===== src/rtl/fifo_stream_pkg.sv =====
// rtl/fifo_stream_pkg.sv - shared defaults and types for the FIFO read streamer
package fifo_stream_pkg;

    localparam int DATA_W_DEF = 8;
    localparam int CNT_W_DEF  = 16;

    // Occupancy of the 2-entry output buffer, 0..2
    typedef logic [1:0] buf_cnt_t;

endpackage


===== src/rtl/skid_buf2.sv =====
// rtl/skid_buf2.sv - 2-entry circular output buffer with head pointer
module skid_buf2
    import fifo_stream_pkg::*;
#(
    parameter int DATA_W = DATA_W_DEF
) (
    input  logic              clk,
    input  logic              rst_n,
    input  logic              push,
    input  logic [DATA_W-1:0] push_data,
    input  logic              pop,
    output buf_cnt_t          cnt,
    output logic              out_valid,
    output logic [DATA_W-1:0] out_data
);

    buf_cnt_t          cnt_q, cnt_d;
    logic              head_q, head_d;
    logic              pop_ok;
    logic              tail;
    logic [DATA_W-1:0] mem_q [2];

    // The tail is head^cnt[0] even on a same-cycle pop: the freed slot is
    // the old head only when the buffer was full, which is exactly cnt=2.
    always_comb begin
        pop_ok   = pop && (cnt_q != 2'd0);
        tail     = head_q ^ cnt_q[0];
        cnt_d    = cnt_q + buf_cnt_t'(push) - buf_cnt_t'(pop_ok);
        head_d   = head_q ^ pop_ok;
        cnt       = cnt_q;
        out_valid = (cnt_q != 2'd0);
        out_data  = mem_q[head_q];
    end

    always_ff @(posedge clk or negedge rst_n) begin
        if (!rst_n) begin
            cnt_q  <= 2'd0;
            head_q <= 1'b0;
        end else begin
            cnt_q  <= cnt_d;
            head_q <= head_d;
        end
    end

    always_ff @(posedge clk) begin
        if (push) begin
            mem_q[tail] <= push_data;
        end
    end

endmodule


===== src/rtl/fifo_read_streamer.sv =====
// rtl/fifo_read_streamer.sv - async FIFO read master re-presenting words as a valid/ready stream
module fifo_read_streamer
    import fifo_stream_pkg::*;
#(
    parameter int DATA_W = DATA_W_DEF,
    parameter int CNT_W  = CNT_W_DEF
) (
    input  logic              read_clk,
    input  logic              read_rst_n,
    input  logic              p_read_empty,
    input  logic [DATA_W-1:0] p_read_data,
    output logic              p_read_en,
    input  logic              halt,
    output logic              out_valid,
    input  logic              out_ready,
    output logic [DATA_W-1:0] out_data,
    output logic              out_idle,
    output logic [CNT_W-1:0]  xfer_count
);

    logic             en_pre_q, en_pre_d;
    logic             en_ok_q, en_ok_d;
    logic             inflight_q, inflight_d;
    logic [CNT_W-1:0] xfer_q, xfer_d;
    logic             pop;
    logic [2:0]       occ_after;
    buf_cnt_t         buf_cnt;

    skid_buf2 #(.DATA_W(DATA_W)) u_buf (
        .clk       (read_clk),
        .rst_n     (read_rst_n),
        .push      (inflight_q),
        .push_data (p_read_data),
        .pop       (pop),
        .cnt       (buf_cnt),
        .out_valid (out_valid),
        .out_data  (out_data)
    );

    // A new read is only issued if the word it returns is guaranteed a slot
    // once this cycle's pop and the in-flight word are accounted for.
    always_comb begin
        pop        = out_valid && out_ready;
        occ_after  = {1'b0, buf_cnt} + {2'b00, inflight_q} - {2'b00, pop};
        p_read_en  = read_rst_n && en_ok_q && !halt && !p_read_empty
                     && (occ_after <= 3'd1);
        en_pre_d   = 1'b1;
        en_ok_d    = en_pre_q;
        inflight_d = p_read_en;
        xfer_d     = xfer_q + CNT_W'(pop);
        out_idle   = (buf_cnt == 2'd0) && !inflight_q;
        xfer_count = xfer_q;
    end

    always_ff @(posedge read_clk or negedge read_rst_n) begin
        if (!read_rst_n) begin
            en_pre_q   <= 1'b0;
            en_ok_q    <= 1'b0;
            inflight_q <= 1'b0;
            xfer_q     <= '0;
        end else begin
            en_pre_q   <= en_pre_d;
            en_ok_q    <= en_ok_d;
            inflight_q <= inflight_d;
            xfer_q     <= xfer_d;
        end
    end

endmodule


===== config.mk =====
export PLATFORM = sky130hd
export DESIGN_NAME = fifo_read_streamer
export DESIGN_NICKNAME = d
export VERILOG_FILES = /design/src/rtl/fifo_stream_pkg.sv /design/src/rtl/skid_buf2.sv /design/src/rtl/fifo_read_streamer.sv
export SDC_FILE = /design/constraint.sdc
export NUM_CORES = 1
export LEC_CHECK = 0
export ABC_AREA = 0
export CORE_ASPECT_RATIO = 0.75
export CORE_MARGIN = 2
export CORE_UTILIZATION = 40
export CTS_BUF_LIST = sky130_fd_sc_hd__clkbuf_2 sky130_fd_sc_hd__clkbuf_4 sky130_fd_sc_hd__clkbuf_8
export CTS_CLUSTER_DIAMETER = 50
export CTS_CLUSTER_SIZE = 12
export DETAILED_ROUTE_END_ITERATION = 6
export DONT_BUFFER_PORTS = 1
export PLACE_DENSITY_LB_ADDON = 0.08
export SYNTH_ARGS = -nofsm -noshare
export SYNTH_HDL_FRONTEND = slang
export SYNTH_SLANG_ARGS = --single-unit

===== constraint.sdc =====
create_clock -name read_clk -period 2.7 [get_ports read_clk]
set_clock_uncertainty 0.1 [all_clocks]
set_input_delay 0.27 -clock read_clk [delete_from_list [all_inputs] [get_ports read_clk]]
set_output_delay 0.27 -clock read_clk [all_outputs]
set_load 0.01 [all_outputs]

==> flow_metrics.py <==
metrics = {
    "outcome": {
        "status": "completed",
    },
    "drt": {
        "dr_wl_met3_um": 188,
        "drt-vias-per-instance": 4.88,
        "vias": 878,
        "drt_wl_total_um": 2810,
        "ant_nets": 0,
        "drc": 0,
        "wire_per_inst_um": 15.6,
        "route.met2.wl_um": 1280,
        "first_iter_violations": 10,
        "routed.top_layer": "met4",
        "wl_met1_um": 1310,
        "drt_pass1_iterations": 4,
    },
    "global_route": {
        "grt_pass1_vias": 972,
        "grt_pass1_wl_um": 4690,
        "grt_antenna_before_repair": 0,
        "grt_overflow": 0,
        "grt_max_degree": 23,
        "grtUsageTotal_pct": 14.2,
    },
    "timing": {
        "min_period_over_period_pct": 93.9,
        "finalMaxSlewViolations": 0,
        "fin_crit_ns": 2.54,
        "tightest_slew_ns": 1.02,
        "hold_slack_ns": 0.0780,
        "setup_violations": 0,
        "rsz0062_at_grt": "no",
        "setup_tns_ns": 0,
        "finalHoldViolCount": 0,
        "max_freq_mhz": 394,
        "fin_ws_ns": 0.165,
        "max_slew_margin_pct": 31.9,
    },
    "clocking": {
        "clkTransAtPathRegs_ns": 0.07,
        "cts_tree": "built",
        "cts_made_buffers": 5,
        "insertion_delay_ns": 0.28,
        "cts_root_buffer": "clkbuf_8",
        "cts_max_path_buffers": 2,
        "cts.sink_count": 38,
        "h-tree-depth": 2,
        "cts_setup_buffers": 0,
    },
    "run": {
        "cap_violations": 0,
    },
    "place": {
        "dp_hpwl_um": 1950,
        "finalWeightedCongestion": 0.767,
        "numPortBuffers": 0,
        "dp_cells": 163,
        "dp_slack_ns": 0.397,
    },
    "floorplan": {
        "rows": 19,
        "die_area_mm2": 0.00452,
        "fp.dieH_um": 58.7,
        "die_x_um": 77.0,
        "initial_utilization_pct": 42.5,
        "core_area_mm2": 0.00376,
        "io_pins": 40,
    },
    "synthesis": {
        "synth_cells": 110,
        "netlist_area_mm2": 0.00160,
        "synth_warnings": 0,
        "syn_nets": 128,
        "postSynthAreaPerCell_um2": 14.5,
        "synth_seq_cells": 38,
        "synth.distinct_cells": 26,
        "ys_seq_area_share_pct": 64.5,
    },
    "setup_path": {
        "crit_start": "u_buf.cnt[1]",
        "path_max_fanout": 2,
        "critPathArrivalTime_ns": 2.17,
        "crit_type": "reg2out",
        "r2r-start": "u_buf.cnt[1]",
        "cp-end-kind": "primary output",
        "cp-start-kind": "flop",
        "crit_required_ns": 2.33,
    },
    "finish": {
        "area_delta_synth_final_pct": 20.4,
        "drive_above_1_share_pct": 22.7,
        "layout.cells.non_filler": 180,
        "finish.net_count": 145,
        "fillers": 362,
        "fin_util_pct": 51.2,
        "n_antenna_cell": 0,
    },
    "power_and_ir_drop": {
        "p_per_area_mw_per_mm2": 947,
        "peakVddDrop_mv": 0.577,
        "p_leak_uw": 0.000793,
    },
    "worst_hold_path": {
        "hp-start": "read_rst_n",
        "hold_path_class": "in2reg",
    },
}
sequential cells by signal (all words and copies together) (netlist names):
register and cells:
en_ok_q 1, inflight_q 1, en_ok_d 1, u_buf.mem_q 16, xfer_count 16, u_buf.cnt 2, u_buf.head_q 1
power breakdown:
part           internal (uW)  switching [uW]
logic                    200             211
clock network            394             192
registers                687             137
kinds of logic after synthesis:
kind of cell	synth area share, %
flip-flops	64.5
adder cells (fa/ha/maj)	4.39
AND/OR/NAND/NOR	10.8
buffers and inverters	1.96
AO/OA/AOI/OAI	1.49
XOR/XNOR	11.0
multiplexers	5.64
other	0.235
routing by layer:
layer  vias to the layer above  global-route usage [%]
met1                       438                    17.4
met5                         -                       0
li1                        409                       -
met2                        26                    21.7
met3                         5                    7.82
met4                         0                    4.59
cells in the final DEF (no fill, tap or decap), types with 3 or more instances in the layout:
master,n
and3_1,3
buf_4,3
clkbuf_8,6
dfrtp_1,22
dlygate4sd3_1,9
edfxtp_1,16
inv_1,4
mux2_2,8
nand3_1,8
nor2_1,6
xnor2_1,12
xor2_1,8
cell type report:
cell class	instances	area [um2]	area share (%)
clock buffer	6	82.6	4.29
clock inverter	2	60.1	3.12
inverter	5	18.8	0.976
multi-input combinational	65	553	28.8
sequential	38	1030	53.6
tap	52	65.1	3.38
timing repair buffer	12	113	5.86
cells in the mapped netlist:
| cell type | n | area (um2) |
|---|---|---|
| dfrtp_1 | 22 | 551 |
| edfxtp_1 | 16 | 480 |
| xnor2_1 | 12 | 105 |
| mux2_2 | 8 | 90.1 |
| nand3_1 | 8 | 40.0 |
| xor2_1 | 8 | 70.1 |
| nor2_1 | 7 | 26.3 |
| inv_1 | 5 | 18.8 |
| ha_1 | 4 | 50.1 |
| and3_1 | 3 | 18.8 |
| nand2_1 | 2 | 7.51 |
| and2_1 | 1 | 6.26 |
| buf_2 | 1 | 5.00 |
| buf_4 | 1 | 7.51 |
| conb_1 | 1 | 3.75 |
| fa_1 | 1 | 20.0 |
| nand3_2 | 1 | 10.0 |
| nand4_1 | 1 | 6.26 |
| nor2b_1 | 1 | 6.26 |
| nor3_1 | 1 | 5.00 |
| nor4_1 | 1 | 6.26 |
| nor4_2 | 1 | 12.5 |
| nor4_4 | 1 | 21.3 |
| o2111ai_2 | 1 | 15.0 |
| o21ai_2 | 1 | 8.76 |
| or2_2 | 1 | 6.26 |
critical path, cell delays in order, from the launching register on:
cell and delay, ns:
dfrtp_1 0.40, o21ai_2 0.16, inv_1 0.09, ha_4 0.21, inv_2 0.05, ha_2 0.15, inv_1 0.05, fa_1 0.48
nand4_1 0.10, nor2_2 0.20
through the flow:
step	power (uW)	instance area [um2]
2_1_floorplan	1110	1600
3_3_place_gp	1200	1670
3_5_place_dp	1210	1670
4_1_cts	1820	1910
5_1_grt	1920	1920
6_report	1820	1920
final timing paths:
| check | end | slack (ns) | cells past startpoint |
|---|---|---|---|
| hold reg to reg | en_ok_q | 0.26 | 0 |
| max in group asynchronous | u_buf.head_q | 1.37 | 1 |
| min in group asynchronous | xfer_count[15] | 0.50 | 1 |
| setup reg to reg | inflight_q | 0.63 | 9 |
| hold / removal | inflight_q | 0.08 | 2 |
| setup / recovery | p_read_en | 0.16 | 9 |
repair_timing:
item | CTS | global route
hold buffers | 9 | 0
hold endpoints to repair | 38 | 0
setup endpoints to repair | 0 | 1
resized for setup | 0 | 4
(Power assumes the default switching activity.)
